**config.mk**
```make
export PLATFORM = sky130hd
export DESIGN_NAME = hub75_bcm_scheduler
export DESIGN_NICKNAME = d
export VERILOG_FILES = /design/src/rtl/hub75_pkg.sv /design/src/rtl/hub75_plane_timer.sv /design/src/rtl/hub75_bcm_scheduler.sv
export SDC_FILE = /design/constraint.sdc
export NUM_CORES = 1
export LEC_CHECK = 0
export BUFFER_PORTS_ARGS = -buffer_cell sky130_fd_sc_hd__buf_2
export CORE_ASPECT_RATIO = 1.25
export CORE_MARGIN = 2
export CORE_UTILIZATION = 45
export DETAILED_ROUTE_END_ITERATION = 7
export PLACE_DENSITY_LB_ADDON = 0.25
export RECOVER_POWER = 50
export SYNTH_ARGS = -nofsm -noshare
export SYNTH_HDL_FRONTEND = slang
export SYNTH_SLANG_ARGS = --single-unit
```
**constraint.sdc**
```tcl
create_clock -name clk -period 2.19 [get_ports clk]
set_input_delay 0.438 -clock clk [delete_from_list [all_inputs] [get_ports clk]]
set_output_delay 0.438 -clock clk [all_outputs]
set_load 0.02 [all_outputs]
```
**src/rtl/hub75_pkg.sv**
```systemverilog
`default_nettype none
// ==========================================================================
// hub75_pkg -- shared state encoding, channel indices and default geometry
// Revision: 1.0
// ==========================================================================
package hub75_pkg;

  typedef enum logic [1:0] {
    ST_IDLE  = 2'd0,
    ST_SHIFT = 2'd1,
    ST_LATCH = 2'd2,
    ST_SHOW  = 2'd3
  } state_e;

  localparam int CH_R = 0;
  localparam int CH_G = 1;
  localparam int CH_B = 2;

  localparam int DEF_WIDTH = 64;
  localparam int DEF_ROWS  = 32;
  localparam int DEF_BITS  = 4;
  localparam int DEF_BASE  = 8;

  // Low bit of a colour channel inside a packed {B,G,R} framebuffer word.
  function automatic int chan_lo(input int chan, input int bits);
    return chan * bits;
  endfunction

endpackage
`default_nettype wire

```
**src/rtl/hub75_plane_timer.sv**
```systemverilog
`default_nettype none
// ==========================================================================
// hub75_plane_timer -- SHOW-phase down-counter, done on the last SHOW cycle
// Revision: 1.0
// ==========================================================================
module hub75_plane_timer
  import hub75_pkg::*;
#(
  parameter int BITS = DEF_BITS,
  parameter int BASE = DEF_BASE,
  parameter int PL_W = $clog2(BITS)
) (
  input  logic            clk,
  input  logic            reset,
  input  logic            start,
  input  logic [PL_W-1:0] plane,
  output logic            done
);

  localparam int CW = $clog2(BASE << (BITS - 1)) + 1;

  logic [CW-1:0] count_q, count_d;
  logic          active_q, active_d;

  always_comb begin
    count_d  = count_q;
    active_d = active_q;
    if (start) begin
      count_d  = (CW'(BASE) << plane) - CW'(1);
      active_d = 1'b1;
    end else if (active_q) begin
      if (count_q == '0) begin
        active_d = 1'b0;
      end else begin
        count_d = count_q - CW'(1);
      end
    end
  end

  always_ff @(posedge clk) begin
    if (reset) begin
      count_q  <= '0;
      active_q <= 1'b0;
    end else begin
      count_q  <= count_d;
      active_q <= active_d;
    end
  end

  assign done = active_q && (count_q == '0);

endmodule
`default_nettype wire

```
**src/rtl/hub75_bcm_scheduler.sv**
```systemverilog
`default_nettype none
// ==========================================================================
// hub75_bcm_scheduler -- HUB75 row/bit-plane scan with binary-coded modulation
// Revision: 1.0
// ==========================================================================
module hub75_bcm_scheduler
  import hub75_pkg::*;
#(
  parameter int WIDTH = DEF_WIDTH,
  parameter int ROWS  = DEF_ROWS,
  parameter int BITS  = DEF_BITS,
  parameter int BASE  = DEF_BASE
) (
  input  logic                                  clk,
  input  logic                                  reset,
  input  logic                                  enable,
  output logic [$clog2(ROWS)+$clog2(WIDTH)-1:0] fb_addr,
  input  logic [3*BITS-1:0]                     fb_data0,
  input  logic [3*BITS-1:0]                     fb_data1,
  output logic [2:0]                            rgb0,
  output logic [2:0]                            rgb1,
  output logic                                  sclk,
  output logic                                  latch,
  output logic                                  blank,
  output logic [$clog2(ROWS)-1:0]               addry,
  output logic                                  frame_start
);

  localparam int COL_W = $clog2(WIDTH);
  localparam int ROW_W = $clog2(ROWS);
  localparam int PL_W  = $clog2(BITS);
  localparam int CNT_W = $clog2(2 * WIDTH + 2);
  localparam int R_LO  = chan_lo(CH_R, BITS);
  localparam int G_LO  = chan_lo(CH_G, BITS);
  localparam int B_LO  = chan_lo(CH_B, BITS);

  localparam logic [CNT_W-1:0] CNT_LAST   = CNT_W'(2 * WIDTH + 1);
  localparam logic [ROW_W-1:0] ROW_LAST   = ROW_W'(ROWS - 1);
  localparam logic [PL_W-1:0]  PLANE_LAST = PL_W'(BITS - 1);

  state_e                   state_q, state_d;
  logic [CNT_W-1:0]         cnt_q, cnt_d;
  logic [ROW_W-1:0]         row_q, row_d;
  logic [PL_W-1:0]          plane_q, plane_d;
  logic [ROW_W+COL_W-1:0]   fb_addr_q, fb_addr_d;
  logic [2:0]               rgb0_q, rgb0_d, rgb1_q, rgb1_d;
  logic                     sclk_q, sclk_d, latch_q, latch_d;
  logic                     blank_q, blank_d, frame_start_q, frame_start_d;
  logic [ROW_W-1:0]         addry_q, addry_d;

  logic [CNT_W-1:0]         cnt_inc;
  logic [BITS-1:0]          r0, g0, b0, r1, g1, b1;
  logic                     show_start, show_done;

  assign r0 = fb_data0[R_LO +: BITS];
  assign g0 = fb_data0[G_LO +: BITS];
  assign b0 = fb_data0[B_LO +: BITS];
  assign r1 = fb_data1[R_LO +: BITS];
  assign g1 = fb_data1[G_LO +: BITS];
  assign b1 = fb_data1[B_LO +: BITS];

  assign cnt_inc    = cnt_q + CNT_W'(1);
  assign show_start = (state_q == ST_LATCH);

  hub75_plane_timer #(
    .BITS (BITS),
    .BASE (BASE)
  ) u_plane_timer (
    .clk   (clk),
    .reset (reset),
    .start (show_start),
    .plane (plane_q),
    .done  (show_done)
  );

  // Shift phase t: address column t/2 in even/odd pairs; RAM data for a column
  // arrives on the odd cycle and is registered so it is stable around sclk.
  always_comb begin
    state_d       = state_q;
    cnt_d         = cnt_q;
    row_d         = row_q;
    plane_d       = plane_q;
    fb_addr_d     = fb_addr_q;
    rgb0_d        = rgb0_q;
    rgb1_d        = rgb1_q;
    addry_d       = addry_q;
    frame_start_d = 1'b0;

    case (state_q)
      ST_IDLE: begin
        if (enable) begin
          state_d       = ST_SHIFT;
          cnt_d         = '0;
          row_d         = '0;
          plane_d       = '0;
          fb_addr_d     = '0;
          frame_start_d = 1'b1;
        end
      end
      ST_SHIFT: begin
        if (cnt_q == CNT_LAST) begin
          state_d = ST_LATCH;
          cnt_d   = '0;
          addry_d = row_q;
        end else begin
          cnt_d     = cnt_inc;
          fb_addr_d = {row_q, cnt_inc[COL_W:1]};
          if (cnt_q[0]) begin
            rgb0_d = {b0[plane_q], g0[plane_q], r0[plane_q]};
            rgb1_d = {b1[plane_q], g1[plane_q], r1[plane_q]};
          end
        end
      end
      ST_LATCH: begin
        state_d = ST_SHOW;
      end
      ST_SHOW: begin
        if (show_done) begin
          if (plane_q != PLANE_LAST) begin
            plane_d   = plane_q + PL_W'(1);
            state_d   = ST_SHIFT;
            fb_addr_d = {row_q, {COL_W{1'b0}}};
          end else begin
            plane_d = '0;
            row_d   = (row_q == ROW_LAST) ? '0 : row_q + ROW_W'(1);
            if ((row_q == ROW_LAST) && !enable) begin
              state_d = ST_IDLE;
            end else begin
              state_d       = ST_SHIFT;
              fb_addr_d     = {row_d, {COL_W{1'b0}}};
              frame_start_d = (row_q == ROW_LAST);
            end
          end
        end
      end
      default: begin
        state_d = ST_IDLE;
      end
    endcase

    sclk_d  = (state_q == ST_SHIFT) && !cnt_q[0] && (cnt_q != '0);
    latch_d = (state_d == ST_LATCH);
    blank_d = (state_d != ST_SHOW);
  end

  always_ff @(posedge clk) begin
    if (reset) begin
      state_q       <= ST_IDLE;
      cnt_q         <= '0;
      row_q         <= '0;
      plane_q       <= '0;
      fb_addr_q     <= '0;
      rgb0_q        <= '0;
      rgb1_q        <= '0;
      sclk_q        <= 1'b0;
      latch_q       <= 1'b0;
      blank_q       <= 1'b1;
      addry_q       <= '0;
      frame_start_q <= 1'b0;
    end else begin
      state_q       <= state_d;
      cnt_q         <= cnt_d;
      row_q         <= row_d;
      plane_q       <= plane_d;
      fb_addr_q     <= fb_addr_d;
      rgb0_q        <= rgb0_d;
      rgb1_q        <= rgb1_d;
      sclk_q        <= sclk_d;
      latch_q       <= latch_d;
      blank_q       <= blank_d;
      addry_q       <= addry_d;
      frame_start_q <= frame_start_d;
    end
  end

  assign fb_addr     = fb_addr_q;
  assign rgb0        = rgb0_q;
  assign rgb1        = rgb1_q;
  assign sclk        = sclk_q;
  assign latch       = latch_q;
  assign blank       = blank_q;
  assign addry       = addry_q;
  assign frame_start = frame_start_q;

endmodule
`default_nettype wire

```
# After elaboration in Yosys (flattened, before gate mapping)
# Index checks and enable logic that the tools add are counted.
# totals
out_inout_bits	26
input_bits	27
word_cells	103
ff_bits	51
# op_classes
shifts	1
n_eq_ne	14
n_reduce_logical	20
mux	47
addsub	5
magnitude_cmp	1
n_bitwise	1
# op_table
cell	n
11-bit 2-to-1 mux	5
11-bit case mux with 3 select lines	1
7-bit 2-to-1 mux	3
5-bit 2-to-1 mux	4
8-bit 2-to-1 mux	2
8-bit case mux with 2 select lines	1
1-bit 2-to-1 mux	15
2-bit inequality test, second input constant	7
1-bit binary-select mux with 2-bit select	6
2-bit 2-to-1 mux	6
5-bit case mux with 2 select lines	1
8-bit by 1-bit adder with 8-bit output, second input constant	1
8-bit equality test, second input constant	1
2-bit case mux with 4 select lines	1
8-bit nonzero test	1
7-bit zero test	1
4-bit by 2-bit << shifter with 7-bit output, first input constant	1
7-bit by 1-bit subtractor with 7-bit output, second input constant	1
7-bit by 2-bit subtractor with 7-bit output, second input constant	1
2-bit equality test, second input constant	3
2-bit AND reduction	3
3-bit AND reduction	2
2-bit nonzero test	3
5-bit by 1-bit adder with 5-bit output, second input constant	1
14 further kinds	18

# Depth between registers and ports, before layout
# Gate-level depths: netlist of run 1.
# depth
word_depth	7
depth_mapped	10
ltp_nobuf	8

# By module
# Synthesis of run 1 repeated with hierarchy kept, for this count alone.
# unflattened
cells_unflattened	322
hier_area_um2	2870.3
# by_module_without_submodules
mod	n_inst	seq_area_each_um2	area_per_inst_um2	cells_each
hub75_bcm_scheduler	1	860.8	2392.3	269
hub75_plane_timer	1	160.2	478.0	53

# Worst setup path before layout of run 1
# No wires, ideal clock.
# synth_path
path_type	reg-to-reg
start	reg row_q[0]
end	reg fb_addr_q[6], in the netlist fb_addr[6]
path_slack_ns	0.240
setup_ns	0.133
synth_period_minus_slack_ns	1.950
arrival_time_ns	1.817
stages_incl_launch_ff	11
required_time_ns	2.057
path_buffers	2
path_cell_list	dfxtp_1 ha_1 and3_1 ha_1 nand2_1 o32a_1 and4_4 buf_6 buf_12 nor2_1 nor3_2
# synth_via
elab_chain_len	6
word_cells_on_any_way	11
cone_classes	1 x add/sub; 2 x eq/ne; 6 x mux; 2 x reduce/logical
# synth_lines
element	line	text
from (decl)	hub75_bcm_scheduler.sv:43	logic [ROW_W-1:0] row_q, row_d;
from (signal assigned)	hub75_bcm_scheduler.sv:163	row_q <= row_d;
5-bit by 1-bit adder with 5-bit output / 5-bit equality test (equally long branches)	hub75_bcm_scheduler.sv:125, hub75_bcm_scheduler.sv:126	
5-bit 2-to-1 mux	hub75_bcm_scheduler.sv:125	row_d = (row_q == ROW_LAST) ? '0 : row_q + ROW_W'(1);
11-bit 2-to-1 mux	hub75_bcm_scheduler.sv:126	if ((row_q == ROW_LAST) && !enable) begin
11-bit 2-to-1 mux	hub75_bcm_scheduler.sv:119	if (plane_q != PLANE_LAST) begin
11-bit 2-to-1 mux	hub75_bcm_scheduler.sv:118	if (show_done) begin
11-bit case mux with 3 select lines	hub75_bcm_scheduler.sv:89	case (state_q)
to (signal assigned)	hub75_bcm_scheduler.sv:165	fb_addr_q <= fb_addr_d;
to (decl)	hub75_bcm_scheduler.sv:45	logic [ROW_W+COL_W-1:0] fb_addr_q, fb_addr_d;
# Several ways; a longest one is shown, not always the timed one. The select of a mux whose other input is x is not followed.
# A chain may end at the register's enable or synchronous reset.

# Worst setup path after layout of run 1
# layout_path
start	reg row_q[1]
end	reg fb_addr_q[9], in the netlist fb_addr[9]
# The elaborated chain is that of the path after synthesis.

==> results.yml, run 1 <==
outcome:
  status: "finished clean"
clock_tree:
  clk-insertion-delay-late_ns: 0.30
  clkTransAtPathRegs_ns: 0.09
  htreeDepth: 2
  cts_buffers: 5
  cts-resized-gates: 0
  clockBufferDepth: 2
  cts_tree: "built"
  root_buffer: "clkbuf_8"
  holdBufCountCts: 0
  cts_sinks: 51
  post-cts-setup-buffers: 0
finish:
  fill_cells: 626
  final_area_um2: 3246
  drive_gt1_frac: 0.1929
  layout.nets: 408
  diodes: 0
  final_core_util: 0.5298
  syn2layout_area_growth_pct: 14.42
synth:
  async_flop_share: 0
  yosysSeqAreaShare: 0.3599
  synth_area_um2: 2836
  synth_top_cells_by_area: "dfxtp_1, ha_1, mux4_2"
  ys_warn_count: 0
  synth_nets: 354
  synth.distinct_cells: 58
  ys_seq_elements: 51
  yosysTopAreaCellShare: 0.3599
  ys_top_cells_by_count: "dfxtp_1, nor2_1, nand2_1, a21oi_1, nand3_1"
  synth.most_common_cell: "dfxtp_1"
  postSynthCellCount: 313
  synth_top_flop_cell: "dfxtp_1"
  synth_edf_count: 0
  yosysTopAreaCell: "dfxtp_1"
  synth.avg_cell_area_um2: 9.062
worst_setup_path:
  cpMaxStageDelayCell: "dfxtp_1"
  cp-end-kind: "flop"
  cp_data_required_time_ns: 2.43
  reg2reg_depth: 8
  path_max_fanout: 15
  worstReg2RegEnd: "fb_addr[9]"
  ff2ff_setup_slack_ns: 0.14
  arrival_ns: 2.29
  worstSetupPathType: "reg -> reg"
  crit_path_start_kind: "flop"
  reg2reg_from: "row_q[1]"
  cp_cell_sequence: "ha_1 > and3_1 > ha_1 > nand2_1 > o32a_1 > and4_4 > and3_1 > nor3_2"
  slowest_delay_ns: 0.42
power_and_ir_drop:
  seqPwrFrac: 0.503
  power.internal_mw: 1.375
  power.switching_mw: 0.5393
  pwr-share-comb: 0.187
  clockPowerShare: 0.310
  swShare: 0.2818
  power_mw: 1.914
  powerDensity_nw_per_um2: 589.7
  p_leak_nw: 1.283
  peakVddDrop_mv: 0.2671
timing:
  slew_headroom: 0.6434
  max_freq_mhz: 488.7
  setup_viol: 0
  rsz0062_at_grt: "false"
  fin_setup_tns_ns: 0
  hold_ws_ns: 0.4572
  tightest_slew_ns: 0.5349
  period_needed_ns: 2.046
  report.final.slew_viol_count: 0
  hold_violations: 0
  fin_crit_sh: 0.9343
  clock_skew_ns: 0.008727
route:
  drtIter0Drc: 90
  viasPerCell: 5.479
  drt_first_pass_iters: 4
  routed_wl_mm: 6.333
  wl_per_cell_um: 13.98
  drtAntennaViolNets: 0
  vias: 2482
  route.detailed.drc: 0
grt:
  gr-usage-all-layers: 0.1981
  antenna_found_initial: 0
  grt_pass1_wl_mm: 10.87
  first_global_vias: 2426
  grt_max_degree: 21
  overflow: 0
placed_design:
  dpl.hpwl_mm: 4.695
  place.port_buffers: 52
  place_congestion: 0.9173
  place_area_um2: 3201
hold_path:
  hp-class: "reg -> reg"
  hold_depth: 2
  holdCritStartpoint: "fb_addr[4]"
  holdPathEnd: "fb_addr[4]"
floorplan:
  die_y_um: 92.77
  die-area_um2: 6958
  fp.coreArea_um2: 6126
  die_w_um: 75.01
  start_util: 0.4630
  rows: 32
  num_io_pins: 53
run:
  drv_cap: 0
registers in the layout, summed over array words and instances, names as in the netlist, 2 cells and up:
register and count:
plane_q 2, state_q 2, addry 5, cnt_q 8, rgb1 3, fb_addr 11, rgb0 3, u_plane_timer.count_q 7
row_q 5
power groups by stage:
| stage | clock network [mW] | registers (mW) | logic (mW) |
|---|---|---|---|
| floorplan | 0 | 1.01 | 0.251 |
| global placement | 0 | 0.984 | 0.364 |
| detailed placement | 0 | 0.985 | 0.367 |
| CTS | 0.614 | 0.963 | 0.368 |
| global route | 0.645 | 0.967 | 0.396 |
| finish | 0.592 | 0.963 | 0.358 |
metrics by stage:
| step | setup slack, ns | std cells |
|---|---|---|
| floorplan | 0.2396 | 313 |
| global placement | 0.2442 | 445 |
| detailed placement | 0.1902 | 445 |
| CTS | 0.1457 | 453 |
| global route | 0.00007461 | 453 |
| finish | 0.1439 | 453 |
layer usage:
metal  up-vias  GRT usage  wire length [µm]  share of wire
met5         -          0                 0              0
met4         0    0.07143               116          0.018
met3        11    0.04353               364          0.057
met2        78     0.3414              3110           0.49
met1      1170     0.2348              2741           0.43
li1       1223          -                 -              -
logic make-up (layout without fill, tap and decap cells):
logic type,after synthesis,in the layout,share of synthesized area
xor gates and xnor gates,9,9,0.02779
and+or+nand+nor,129,129,0.2545
DFF,51,51,0.3599
muxes,17,17,0.08646
adders and majority gates,14,14,0.06176
AOI/OAI and AO/OA,63,63,0.1570
buffers and inverters,30,85,0.05249
worst max path at each step:
stage / start / to / slack (ns) / depth (start not counted)
final: row_q[1] / fb_addr[9] / 0.14 / 8
after global routing: row_q[1] / fb_addr[9] / 0.00007 / 8
after CTS: row_q[1] / fb_addr[9] / 0.15 / 8
after detailed placement: row_q[1] / fb_addr[9] / 0.19 / 8
after global placement: row_q[1] / fb_addr[9] / 0.24 / 8
after floorplan: row_q[0] / fb_addr[6] / 0.24 / 10
area by class of cell:
| cell class | count | area, µm² | area share |
|---|---|---|---|
| inverter | 11 | 41.29 | 0.01272 |
| clock inverter | 1 | 7.507 | 0.002313 |
| tap | 85 | 106.4 | 0.03277 |
| timing repair buffer | 66 | 325.3 | 0.1002 |
| clock buffer | 7 | 96.34 | 0.02968 |
| multi-input combinational | 232 | 1648 | 0.5077 |
| sequential | 51 | 1021 | 0.3146 |
cells in the final DEF, fill, tap and decap left out, types with 2 or more instances in the layout:
cell	count
a211oi_1	6
a211oi_2	3
a21oi_1	23
a21oi_2	2
a22oi_1	2
a31oi_1	3
a32oi_1	3
a41oi_1	2
and2_1	2
and3_1	5
buf_2	26
buf_4	12
clkbuf_1	28
clkbuf_8	7
dfxtp_1	51
ha_1	14
inv_1	11
mux2i_1	11
mux4_2	6
nand2_1	29
nand2b_1	6
nand3_1	17
nand3_2	2
nand3b_1	3
nand4_1	5
nor2_1	32
nor2b_1	5
nor3_1	4
nor3_2	2
o21ai_0	9
or2_2	2
or3_1	3
xnor2_1	4
xor2_1	5
worst max-delay path: cells and delay by family (launching register included):
kind	cells	cell delay [ns]
AOI/OAI and AO/OA	1	0.22
adders and majority gates	2	0.49
DFF	1	0.42
and+or+nand+nor	5	0.86
No activity file was read; power rests on OpenSTA's default activity.
==> inputs of run 2 (changes only) <==
--- a/config.mk
+++ b/config.mk
@@ -14,4 +14,5 @@
 export RECOVER_POWER = 50
 export SYNTH_ARGS = -nofsm -noshare
 export SYNTH_HDL_FRONTEND = slang
+export SYNTH_HIERARCHICAL = 1
 export SYNTH_SLANG_ARGS = --single-unit
==> run 2 against run 1 <==
  * Sequential share of layout area fell by 1.5 points
  * Critical path depth down 1
  * Critical path type unchanged
  * Wire length grew 9.5%
  * Largest cell class unchanged
  * Utilization increased by 2.3 points
  * Synthesized cell count up 2.9%
  * Combinational power decreased by 7.5%
==> results.yml, run 2 <==
route:
  route.detailed.drc: 0
  routed_wl_mm: 6.933
  drtIter0Drc: 99
  wl_per_cell_um: 14.81
  viasPerCell: 5.686
  vias: 2661
  drtAntennaViolNets: 0
  drt_first_pass_iters: 4
synth:
  synth_top_cells_by_area: "dfxtp_1, a21oi_1, ha_1"
  synth_compound_area_frac: 0.2023
  synth-simple-area-share: 0.2389
  yosysSeqAreaShare: 0.3557
  synth_top_family_by_area: "simple AND/OR/NAND/NOR gates"
  synth_nets: 361
  synth_top_flop_cell: "dfxtp_1"
  synth_edf_count: 0
  async_flop_share: 0
  ys_seq_elements: 51
  ys_warn_count: 6
  postSynthCellCount: 322
  synth.distinct_cells: 60
  synth_area_um2: 2870
  yosysTopAreaCell: "dfxtp_1"
  ys_top_cells_by_count: "dfxtp_1, a21oi_1, nand2_1, nor2_1, o21ai_0"
  synth-xor-area-share: 0.006103
  synth.avg_cell_area_um2: 8.914
  yosysTopAreaCellShare: 0.3557
  synth.most_common_cell: "dfxtp_1"
  synthMuxAreaShare: 0.08544
  synth_fa_ha_area_frac: 0.05231
finish:
  stdcell_count: 468
  drive_gt1_frac: 0.2037
  most-common-layout-cells: "dfxtp_1, a21oi_1, nand2_1, clkbuf_1, buf_2"
  final_common_cell: "dfxtp_1"
  layout.nets: 421
  largest_reg_flops: 11
  syn2layout_area_growth_pct: 18.83
  diodes: 0
  fill_cells: 613
  final_core_util: 0.5532
grt:
  grt_use_met2: 0.3413
  met3_usage: 0.03233
  grt_max_degree: 30
  use_met1: 0.2864
  antenna_found_initial: 0
  first_global_vias: 2545
  overflow: 0
  grt.busiest_layer: "met2"
  gr-usage-all-layers: 0.2133
  grt_pass1_wl_mm: 11.88
worst_setup_path:
  cp_data_required_time_ns: 2.38
  cp-end-kind: "flop"
  critical_path.top_delay_family: "simple AND/OR/NAND/NOR gates"
  crit_start: "row_q[0]"
  cp.depth: 7
  reg2reg_depth: 7
  ff2ff_setup_slack_ns: 0.14
  crit_end: "fb_addr[7]"
  cp_cell_sequence: "ha_2 > and3_1 > ha_2 > and4b_1 > or4_4 > nor2_4 > a311oi_1"
  crit_path_start_kind: "flop"
  worstSetupPathType: "reg -> reg"
  slowest_delay_ns: 0.55
  crit_buf_inv: 0
  arrival_ns: 2.25
  path_max_fanout: 7
  worstReg2RegEnd: "fb_addr[7]"
  reg2reg_from: "row_q[0]"
  crit_top_cell: "ha_2"
  cpMaxStageDelayCell: "or4_4"
clock_tree:
  clkTransAtPathRegs_ns: 0.10
  cts_tree: "built"
  holdBufCountCts: 0
  post-cts-setup-buffers: 0
  clockBufferDepth: 2
  clk-insertion-delay-late_ns: 0.31
  htreeDepth: 2
  cts_sinks: 51
  root_buffer: "clkbuf_8"
  cts_buffers: 5
  cts-resized-gates: 0
timing:
  tightest_slew_ns: 0.4516
  fin_setup_tns_ns: 0
  max_freq_mhz: 486.9
  fin_crit_sh: 0.9378
  report.final.slew_viol_count: 0
  slew_headroom: 0.6979
  clock_skew_ns: 0.01168
  setup_viol: 0
  hold_violations: 0
  period_needed_ns: 2.054
outcome:
  status: "finished clean"
power_and_ir_drop:
  p_leak_nw: 1.286
  power_mw: 1.860
  powerDensity_nw_per_um2: 545.5
  peakVddDrop_mv: 0.4060
floorplan:
  die_y_um: 93.29
  num_io_pins: 53
  die-area_um2: 7037
  start_util: 0.4655
  die_w_um: 75.43
  rows: 32
  fp.coreArea_um2: 6166
run:
  drv_cap: 0
placed_design:
  dpl.hpwl_mm: 5.090
  dp.cells: 460
  place.port_buffers: 52
  place_congestion: 0.8334
hold_path:
  hp-class: "reg -> reg"
run 2: stage by stage:
step / hold WS [ns] / worst slack (ns) / area [µm²]
final: 0.4629 / 0.1363 / 3411
after global routing: 0.4862 / -0.003529 / 3411
after CTS: 0.4604 / 0.03630 / 3422
after detailed placement: 0.4463 / 0.05049 / 3333
after global placement: 0.4418 / 0.1116 / 3333
after floorplan: 0.4594 / 0.004893 / 2880
run 2: layer usage:
metal,vias to the layer above,part of all wire
li1,1323,-
met5,-,0
met4,0,0.017
met2,51,0.49
met3,11,0.032
met1,1276,0.46
run 2: final cells by class:
type,count,area (µm²),share of cell area
Clock buffer,6,72.57,0.02128
Tap cell,85,106.4,0.03118
Sequential cell,51,1022,0.2997
Inverter,12,45.04,0.01321
Timing Repair Buffer,77,444.2,0.1302
Multi-Input combinational cell,235,1704,0.4996
Clock inverter,2,16.27,0.004769
run 2: worst min-delay path by stage:
| stage | from | end | slack [ns] | cells after the start |
|---|---|---|---|---|
| finish | addry[4] | addry[4] | 0.46 | 2 |
| global route | addry[1] | addry[1] | 0.49 | 2 |
| CTS | enable | frame_start | 0.46 | 2 |
| detailed placement | addry[2] | addry[2] | 0.45 | 2 |
| global placement | addry[2] | addry[2] | 0.44 | 2 |
| floorplan | row_q[4] | addry[4] | 0.46 | 2 |
run 2: worst min-delay path, cell delays in order (launching register included):
cell	delay, ns
dfxtp_1	0.32
nand2_1	0.05
a21oi_1	0.05
run 2: kinds of logic after synthesis:
kind of cell	count (synthesis)
xor+xnor	2
fa+ha+maj	12
flops	51
simple gates	117
buf+inv	36
mux	17
compound gates	87
run 2: power breakdown:
group	switching [mW]	internal [mW]	total, mW
Combinational	0.199	0.131	0.331
Clock	0.331	0.230	0.561
Sequential	0.0173	0.951	0.968
Total	0.548	1.31	1.86
==> inputs of run 3 (changes only) <==
--- a/config.mk
+++ b/config.mk
@@ -11,7 +11,7 @@
 export CORE_UTILIZATION = 45
 export DETAILED_ROUTE_END_ITERATION = 7
 export PLACE_DENSITY_LB_ADDON = 0.25
-export RECOVER_POWER = 50
+export SKIP_LAST_GASP = 1
 export SYNTH_ARGS = -nofsm -noshare
 export SYNTH_HDL_FRONTEND = slang
 export SYNTH_HIERARCHICAL = 1
==> run 3 against run 2 <==
  * Via count up 0.11%
  * Combinational power up 2%
  * Clock-buffer cell count unchanged
  * Total power up 0.20%
  * Final cell count unchanged
  * Utilization up 0.57 points
  * Die area unchanged
  * Sequential power about the same
  * Register-to-register slack worse by 0.02 ns
  * Maximum frequency down 0.95%
  * Sequential share of layout area down 0.30 points
  * Critical path type unchanged
  * Largest cell class unchanged
  * Largest power group unchanged
==> results.yml, run 3 (synthesis gave the netlist of run 2 again) <==
outcome:
  status: "finished clean"
placed_design:
  dp.cells: 460
  dpl.hpwl_mm: 5.090
  place.port_buffers: 52
  dp_worst_setup_slack_ns: 0.05049
  place_congestion: 0.8334
timing:
  setup_viol: 0
  report.final.slew_viol_count: 0
  fin_crit_sh: 0.9467
  max_freq_mhz: 482.3
  rsz0062_at_grt: "true"
  hold_violations: 0
  hold_ws_ns: 0.4603
  fin_setup_tns_ns: 0
  clock_skew_ns: 0.01251
  finalWorstSetupSlack_ns: 0.1166
  tightest_slew_ns: 0.4492
  slew_headroom: 0.6996
  period_needed_ns: 2.073
clock_tree:
  clkTransAtPathRegs_ns: 0.10
  clk-insertion-delay-late_ns: 0.31
  holdBufCountCts: 0
  cts_buffers: 5
  htreeDepth: 2
  clockBufferDepth: 2
  post-cts-setup-buffers: 0
  cts_tree: "built"
  root_buffer: "clkbuf_8"
  cts_sinks: 51
route:
  route.detailed.drc: 0
  drtIter0Drc: 90
  drt_first_pass_iters: 4
  routed_wl_mm: 6.913
  drtAntennaViolNets: 0
  wl_per_cell_um: 14.77
  vias: 2664
  viasPerCell: 5.692
worst_setup_path:
  path_max_fanout: 9
  worstSetupPathType: "reg -> reg"
  crit_path_start_kind: "flop"
  reg2reg_from: "u_plane_timer/count_q[0]"
  cp_data_required_time_ns: 2.40
  arrival_ns: 2.29
  crit_start: "u_plane_timer/count_q[0]"
  cp-end-kind: "flop"
grt:
  first_global_vias: 2545
  antenna_found_initial: 0
  gr-usage-all-layers: 0.2133
  grt_pass1_wl_mm: 11.88
  overflow: 0
  grt_max_degree: 30
finish:
  multi_input_comb_area_um2: 1710
  layout.nets: 421
  largest_reg_flops: 11
  syn2layout_area_growth_pct: 20.05
  fill_cells: 598
  diodes: 0
  drive_gt1_frac: 0.2768
  most-common-layout-cells: "buf_2, dfxtp_1, a21oi_1, nand2_1, buf_4"
  stdcell_count: 468
  regArea_um2: 1022
  final_common_cell: "buf_2"
floorplan:
  rows: 32
  die-area_um2: 7037
  start_util: 0.4655
  die_w_um: 75.43
  die_y_um: 93.29
  fp.coreArea_um2: 6166
  num_io_pins: 53
power_and_ir_drop:
  swShare: 0.2932
  powerDensity_nw_per_um2: 541.0
  power.internal_mw: 1.318
  power.switching_mw: 0.5465
  peakVddDrop_mv: 0.4219
  power_mw: 1.864
  seqPwrFrac: 0.519
  p_leak_nw: 1.392
  pwr-share-comb: 0.180
  clockPowerShare: 0.301
hold_path:
  hp-class: "reg -> reg"
  holdCritStartpoint: "addry[4]"
run:
  drv_cap: 0
[run 3: layout make-up]
class / instances / area share
Timing Repair Buffer: 77 / 0.1373
Clock inverter: 2 / 0.004720
Clock buffer: 6 / 0.02106
Tap cell: 85 / 0.03086
Sequential cell: 51 / 0.2967
Multi-Input combinational cell: 235 / 0.4964
Inverter: 12 / 0.01307
[run 3: per-layer routing]
metal / GRT usage / share of wire
met2: 0.3413 / 0.49
met5: 0 / 0
met4: 0.07895 / 0.017
met1: 0.2864 / 0.46
met3: 0.03233 / 0.039
[run 3: final timing paths]
path                 to  slack (ns)  depth (start not counted)
min reg2reg    addry[4]        0.46                          2
max          state_q[0]        0.12                          9
max reg2reg  state_q[0]        0.12                          9
min            addry[4]        0.46                          2
[run 3: worst max-delay path, cell delays in order, from the launching register on]
cell	delay, ns
dfxtp_2	0.35
inv_1	0.08
ha_2	0.19
nor4b_4	0.22
and3_4	0.22
buf_4	0.14
nand4b_1	0.10
a211o_1	0.30
o22a_1	0.22
and2_1	0.16
[run 3: power groups by stage]
| stage | Sequential, mW | Combinational (mW) | Clock [mW] |
|---|---|---|---|
| CTS | 0.968 | 0.333 | 0.585 |
| global route | 0.973 | 0.371 | 0.612 |
| floorplan | 1.01 | 0.220 | 0 |
| finish | 0.968 | 0.336 | 0.560 |
| detailed placement | 0.989 | 0.330 | 0 |
| global placement | 0.989 | 0.326 | 0 |
[run 3: stage by stage]
stage	utilization	instance area, µm²
floorplan	-	2880
global placement	0.5406	3333
detailed placement	0.5406	3333
CTS	0.5550	3422
global route	0.5588	3446
finish	0.5588	3446
[run 3: timing repair]
| item | CTS | global route |
|---|---|---|
| gates resized for setup | 0 | 7 |
| endpoints found under the setup margin | 0 | 15 |
| endpoints found under the hold margin | 0 | 0 |
